## config.mk

```make
export PLATFORM = sky130hd
export DESIGN_NAME = cosim_commit_scheduler
export DESIGN_NICKNAME = d
export VERILOG_FILES = /design/src/rtl/cosim_commit_scheduler.sv
export SDC_FILE = /design/constraint.sdc
export NUM_CORES = 2
export LEC_CHECK = 0
export CAP_MARGIN = 40
export CORE_MARGIN = 1.5
export CORE_UTILIZATION = 65
export DETAILED_ROUTE_END_ITERATION = 10
export DONT_BUFFER_PORTS = 1
export PLACE_DENSITY = 0.8
export SLEW_MARGIN = 40
export SYNTH_ARGS = -nofsm -noshare
export SYNTH_HDL_FRONTEND = slang
export SYNTH_SLANG_ARGS = --single-unit
```

## constraint.sdc

```tcl
create_clock -name clock -period 46.4 [get_ports clock]
set_input_delay 6.96 -clock clock [delete_from_list [all_inputs] [get_ports clock]]
set_output_delay 6.96 -clock clock [all_outputs]
set_load 0.05 [all_outputs]
```

## src/rtl/cosim_commit_scheduler.sv

```systemverilog
// cosim_commit_scheduler
//   Collects up to COMMITS retirements per hart per cycle into per-hart FIFOs
//   (program order kept, invalid slots compacted away) and serialises them to a
//   single co-simulation checker port, one record per cycle, round-robin across
//   harts. Raises per-hart backpressure and a sticky overflow flag.
//
// Ports
//   clock, reset         clock; asynchronous active-low reset
//   in_valid/pc/insn/wen/waddr/wdata
//                        per-slot retirement, slot index h*COMMITS+s (slot 0 oldest)
//   in_ready             per hart: room for a full COMMITS-wide group
//   out_valid/out_ready  serialised record handshake
//   out_hartid/pc/insn/wen/waddr/wdata
//                        record fields, zero while out_valid is low
//   overflow             sticky: valid slot seen while that hart's in_ready was low
//   commit_count         records accepted since reset (wraps at 2^64)
module cosim_commit_scheduler #(
  parameter int unsigned HARTS   = 1,
  parameter int unsigned COMMITS = 2,
  parameter int unsigned DEPTH   = 8
) (
  input  logic                                          clock,
  input  logic                                          reset,
  input  logic [HARTS*COMMITS-1:0]                      in_valid,
  input  logic [HARTS*COMMITS*64-1:0]                   in_pc,
  input  logic [HARTS*COMMITS*32-1:0]                   in_insn,
  input  logic [HARTS*COMMITS-1:0]                      in_wen,
  input  logic [HARTS*COMMITS*5-1:0]                    in_waddr,
  input  logic [HARTS*COMMITS*64-1:0]                   in_wdata,
  output logic [HARTS-1:0]                              in_ready,
  output logic                                          out_valid,
  input  logic                                          out_ready,
  output logic [((HARTS > 1) ? $clog2(HARTS) : 1)-1:0]  out_hartid,
  output logic [63:0]                                   out_pc,
  output logic [31:0]                                   out_insn,
  output logic                                          out_wen,
  output logic [4:0]                                    out_waddr,
  output logic [63:0]                                   out_wdata,
  output logic                                          overflow,
  output logic [63:0]                                   commit_count
);

  localparam int unsigned HW = (HARTS > 1) ? $clog2(HARTS) : 1;
  localparam int unsigned PW = $clog2(DEPTH);
  localparam int unsigned CW = PW + 1;
  localparam int unsigned NS = HARTS * COMMITS;

  // Storage (not reset; contents are only observable behind a non-zero count)
  logic [63:0] pc_mem    [HARTS][DEPTH];
  logic [31:0] insn_mem  [HARTS][DEPTH];
  logic        wen_mem   [HARTS][DEPTH];
  logic [4:0]  waddr_mem [HARTS][DEPTH];
  logic [63:0] wdata_mem [HARTS][DEPTH];

  logic [CW-1:0] count_q [HARTS];
  logic [CW-1:0] count_d [HARTS];
  logic [PW-1:0] wptr_q  [HARTS];
  logic [PW-1:0] rptr_q  [HARTS];

  logic [HW-1:0] rr_q;
  logic [HW-1:0] rr_d;
  logic          hold_q;
  logic [HW-1:0] hold_grant_q;

  logic [CW-1:0]    push_cnt [HARTS];
  logic [CW-1:0]    push_amt [HARTS];
  logic [PW-1:0]    wr_idx   [NS];
  logic [HARTS-1:0] hart_any;
  logic [HARTS-1:0] pop;
  logic [HARTS-1:0] cand;
  logic             overflow_set;
  logic [HW-1:0]    arb_grant;
  logic             arb_found;
  logic [HW-1:0]    grant;
  logic             accept;

  // Enqueue: each valid slot lands at wptr + (number of older valid slots).
  always_comb begin
    overflow_set = 1'b0;
    for (int h = 0; h < HARTS; h++) begin
      push_cnt[h] = '0;
      hart_any[h] = 1'b0;
      // Registered count only: a concurrent pop does not free space this cycle.
      in_ready[h] = (DEPTH - 32'(count_q[h])) >= COMMITS;
      for (int s = 0; s < COMMITS; s++) begin
        wr_idx[h*COMMITS+s] = wptr_q[h] + push_cnt[h][PW-1:0];
        if (in_valid[h*COMMITS+s]) begin
          push_cnt[h] = push_cnt[h] + CW'(1);
          hart_any[h] = 1'b1;
        end
      end
      push_amt[h] = in_ready[h] ? push_cnt[h] : '0;
      if (hart_any[h] && !in_ready[h]) overflow_set = 1'b1;
    end
  end

  // Arbitration: first non-empty hart at or after rr_q; a stalled grant is frozen.
  always_comb begin
    arb_grant = '0;
    arb_found = 1'b0;
    for (int h = 0; h < HARTS; h++) cand[h] = (count_q[h] != '0);
    for (int i = 0; i < HARTS; i++) begin
      int idx;
      idx = (int'(rr_q) + i) % int'(HARTS);
      if (!arb_found && cand[idx]) begin
        arb_grant = HW'(idx);
        arb_found = 1'b1;
      end
    end
    grant     = hold_q ? hold_grant_q : arb_grant;
    out_valid = |cand;
    accept    = out_valid && out_ready;
    for (int h = 0; h < HARTS; h++) pop[h] = accept && (32'(grant) == h);
    rr_d = ((32'(grant) + 1) >= HARTS) ? '0 : grant + HW'(1);
    for (int h = 0; h < HARTS; h++) begin
      count_d[h] = count_q[h] + push_amt[h] - CW'(pop[h]);
    end
  end

  always_comb begin
    out_hartid = '0;
    out_pc     = '0;
    out_insn   = '0;
    out_wen    = 1'b0;
    out_waddr  = '0;
    out_wdata  = '0;
    if (out_valid) begin
      out_hartid = grant;
      out_pc     = pc_mem[grant][rptr_q[grant]];
      out_insn   = insn_mem[grant][rptr_q[grant]];
      out_wen    = wen_mem[grant][rptr_q[grant]];
      out_waddr  = waddr_mem[grant][rptr_q[grant]];
      out_wdata  = wdata_mem[grant][rptr_q[grant]];
    end
  end

  always_ff @(posedge clock) begin
    for (int h = 0; h < HARTS; h++) begin
      for (int s = 0; s < COMMITS; s++) begin
        if (in_valid[h*COMMITS+s] && in_ready[h]) begin
          pc_mem[h][wr_idx[h*COMMITS+s]]    <= in_pc[(h*COMMITS+s)*64 +: 64];
          insn_mem[h][wr_idx[h*COMMITS+s]]  <= in_insn[(h*COMMITS+s)*32 +: 32];
          wen_mem[h][wr_idx[h*COMMITS+s]]   <= in_wen[h*COMMITS+s];
          waddr_mem[h][wr_idx[h*COMMITS+s]] <= in_waddr[(h*COMMITS+s)*5 +: 5];
          wdata_mem[h][wr_idx[h*COMMITS+s]] <= in_wdata[(h*COMMITS+s)*64 +: 64];
        end
      end
    end
  end

  always_ff @(posedge clock or negedge reset) begin
    if (!reset) begin
      for (int h = 0; h < HARTS; h++) begin
        count_q[h] <= '0;
        wptr_q[h]  <= '0;
        rptr_q[h]  <= '0;
      end
      rr_q         <= '0;
      hold_q       <= 1'b0;
      hold_grant_q <= '0;
      overflow     <= 1'b0;
      commit_count <= '0;
    end else begin
      for (int h = 0; h < HARTS; h++) begin
        count_q[h] <= count_d[h];
        wptr_q[h]  <= wptr_q[h] + push_amt[h][PW-1:0];
        rptr_q[h]  <= rptr_q[h] + PW'(pop[h]);
      end
      hold_q       <= out_valid && !out_ready;
      hold_grant_q <= grant;
      if (overflow_set) overflow <= 1'b1;
      if (accept) begin
        rr_q         <= rr_d;
        commit_count <= commit_count + 64'd1;
      end
    end
  end

endmodule

```

==> out/metrics.cfg <==
[global_routing]
grt_start_max_net_pins=112
antenna_found_initial=2
use_met2_pct=51.9
busiest_layer=met2
grt_pass1_vias=39329
grt_pass1_wl_mm=257
grt_use_met1_pct=42.3
grt.total_usage_pct=31.9
groute.layer.met3.usage_pct=8.58
grt-ovfl-total=0

[logic_synthesis]
ys_seq_elements=1405
synth.most_common_cell=edfxtp_1
netlist_area_um2=70000
synth_common_cells=edfxtp_1 (1328), mux2_2 (1030), mux4_2 (332), mux2_1 (298), nor2_1 (192)
yosysWarnings=0
synth.yosys.seq_area_share_pct=59.7
synth.largest_area_cell=edfxtp_1
synth.top_cell.area_share_pct=57.0
synth_nets=4321
synthTopCellsByArea=edfxtp_1 (57%), mux2_2 (17%), mux4_2 (11%), mux2_1 (4.8%), dfrtp_1 (2.8%)
async_flop_share_pct=5.48
ys_types=48
synth_cells=3965
synthFlopType=edfxtp_1
synth_area_per_cell_um2=17.6
synth_edf_count=1328

[timing]
setup_viol=0
hold_viol=0
tightest_slew_ns=0.887
period_needed_ns=11.85
fin_crit_sh_pct=25.5
drv_slew=0
timing.setup.tns_ns=0
relSlewSlack_pct=40.6
worst_hold_slack_ns=0.514
fin_skew_ns=0.0188
grt_setup_unrepaired=no
max_freq_mhz=84.4

[route]
drt_iter0_drc=3607
vias=37669
wl_per_cell_um=32.1
dr.pass1.iters=5
wl_mm=175
drc=0
drtAntennaViolNets=0
vias_per_cell=6.91

[hold_path]
hp-class=register to register

[worst_setup_path]
crit_path_max_fanout=58
r2r_cells=10
r2r-end=wdata_mem[0][129]
crit_type=register to output port
slowest_stage=dfrtp_4
cp-startpoint=rptr_q[0]
cp_data_required_time_ns=39.44
critPathCaptureType=output port
path_cells=buf_4 > buf_12 > buf_16 > buf_4 > mux4_2 > mux2i_1 > nor2_2
critical_path_arrival_ns=4.89
rrSetupSlack_ns=42.02
cp-start-kind=register
worstReg2RegStart=count_q[1]
worstSetupEndpoint=out_wdata[0]
cpPeakStageDelay_ns=0.77
worst_path_most_repeated_cell=buf_4

[clocking]
clock-root-buffer=clkbuf_16
cts.clk_slew.worst_paths_ns=0.06
clkLatencyLatePin_ns=0.76
clockBufferDepth=3
postCtsResizedCells=0
cts_sinks=1405
cts_setup_buffers=0
cts_hold_buf=0
h-tree-depth=4
numCtsBuffers=148
cts_tree=done

[power_and_ir_drop]
pwr-share-seq_pct=35.9
p_comb_share_pct=44.1
p_clk_share_pct=20.1
power.density_nw_per_um2=73.4
power_leakage_nw=25.8
power.net_switching_mw=2.26
p_int_mw=3.36
vdd_drop_max_v=0.0000584
switching_share_pct=40.2

[floorplanning]
start_util_pct=65.5
row_count=120
die_h_um=331
core_area_um2=107000
dieArea_um2=110000
die-width_um=331
io_pins=571

[place]
place_congestion=0.843
dp_hpwl_mm=96.7
io_buffer_count=0

[cells_and_area]
drive_gt1_share_pct=44.6
synthToLayoutAreaGrowth_pct=9.50
fin_nets=4297
antennaDiodeCount=0
nFillCells=6614

[outcome]
status=completed

[job]
maxCapViolCount=0

-- worst min path at each step --
stage	cells after the start	end	slack, ns	from
global route	1	hold_grant_q	0.55	hold_q
global placement	1	hold_grant_q	0.49	hold_grant_q
floorplan	1	hold_grant_q	0.46	hold_grant_q
finish	1	hold_grant_q	0.51	hold_grant_q
CTS	1	hold_grant_q	0.52	hold_grant_q
detailed placement	1	hold_grant_q	0.49	hold_grant_q
-- routing by layer --
metal  routed length, µm  part of all wire [%]
met2               86300                    49
met3               16400                   9.3
met5                   0                     0
met1               68100                    39
met4                4450                   2.5
-- logic make-up after synthesis --
kind of cell / synth area share, %
XOR/XNOR: 0.864
AO/OA/AOI/OAI: 0.165
AND/OR/NAND/NOR: 2.32
flip-flops: 59.7
multiplexers: 34.4
buffers and inverters: 2.11
adder cells (fa/ha/maj): 0.361
-- stage by stage --
| step | power, mW | cells | setup slack [ns] | util [%] | cell area, µm² |
|---|---|---|---|---|---|
| after floorplan | 4.04 | 3965 | 21.62 | - | 70000 |
| final | 5.63 | 5454 | 34.55 | 71.7 | 76600 |
| after global routing | 5.81 | 5454 | 34.14 | 71.7 | 76600 |
| after global placement | 4.39 | 5162 | 34.99 | 66.4 | 71000 |
| after CTS | 5.62 | 5451 | 34.26 | 71.5 | 76400 |
| after detailed placement | 4.50 | 5191 | 35.08 | 67.2 | 71900 |
-- critical path, delay by kind of cell, from the launching register on --
family	cells	cell delay, ns
AND/OR/NAND/NOR	1	0.60
multiplexers	2	0.44
buffers and inverters	4	2.20
flip-flops	1	0.77
-- power groups by stage --
| stage | combinational, mW | sequential [mW] | clock, mW |
|---|---|---|---|
| floorplan | 1.87 | 2.17 | 0 |
| global placement | 2.35 | 2.04 | 0 |
| detailed placement | 2.45 | 2.05 | 0 |
| CTS | 2.46 | 2.02 | 1.14 |
| global route | 2.59 | 2.04 | 1.18 |
| finish | 2.48 | 2.02 | 1.13 |
-- placed cells by master, fill, tap and decap left out, drive strengths merged, types with 2 or more instances in the layout --
| cell | count |
|---|---|
| edfxtp | 1328 |
| mux2 | 1328 |
| mux4 | 332 |
| clkbuf | 195 |
| nor2 | 192 |
| mux2i | 166 |
| buf | 88 |
| dfrtp | 77 |
| clkinv | 53 |
| nand2 | 38 |
| xor2 | 37 |
| xnor2 | 32 |
| inv | 27 |
| nand3 | 25 |
| nand4 | 21 |
| nor3 | 21 |
| ha | 17 |
| and3 | 12 |
| nor4 | 10 |
| bufinv | 7 |
| o21bai | 6 |
| nand2b | 5 |
| and2 | 5 |
| nand3b | 4 |
| and4 | 3 |
| a21oi | 2 |
| o21ai | 2 |
| or4 | 2 |
| nor3b | 2 |
| nor2b | 2 |
| fa | 2 |
| nand4b | 2 |
-- sequential cells by signal, summed over array words and instances (netlist names), 4 cells and up --
register / count
commit_count: 64
count_q: 4
insn_mem: 256
pc_mem: 512
waddr_mem: 40
wdata_mem: 512
wen_mem: 8
-- final cells by class --
| class | instances | area, µm² | area share, % |
|---|---|---|---|
| Sequential cell | 1405 | 41800 | 54.6 |
| Multi-Input combinational cell | 2276 | 27200 | 35.5 |
| Clock buffer | 195 | 4030 | 5.25 |
| Tap cell | 1403 | 1760 | 2.29 |
| Timing Repair Buffer | 88 | 1270 | 1.66 |
| Clock inverter | 65 | 495 | 0.647 |
| Inverter | 22 | 85.1 | 0.111 |
No activity file was read; power rests on OpenSTA's default activity.
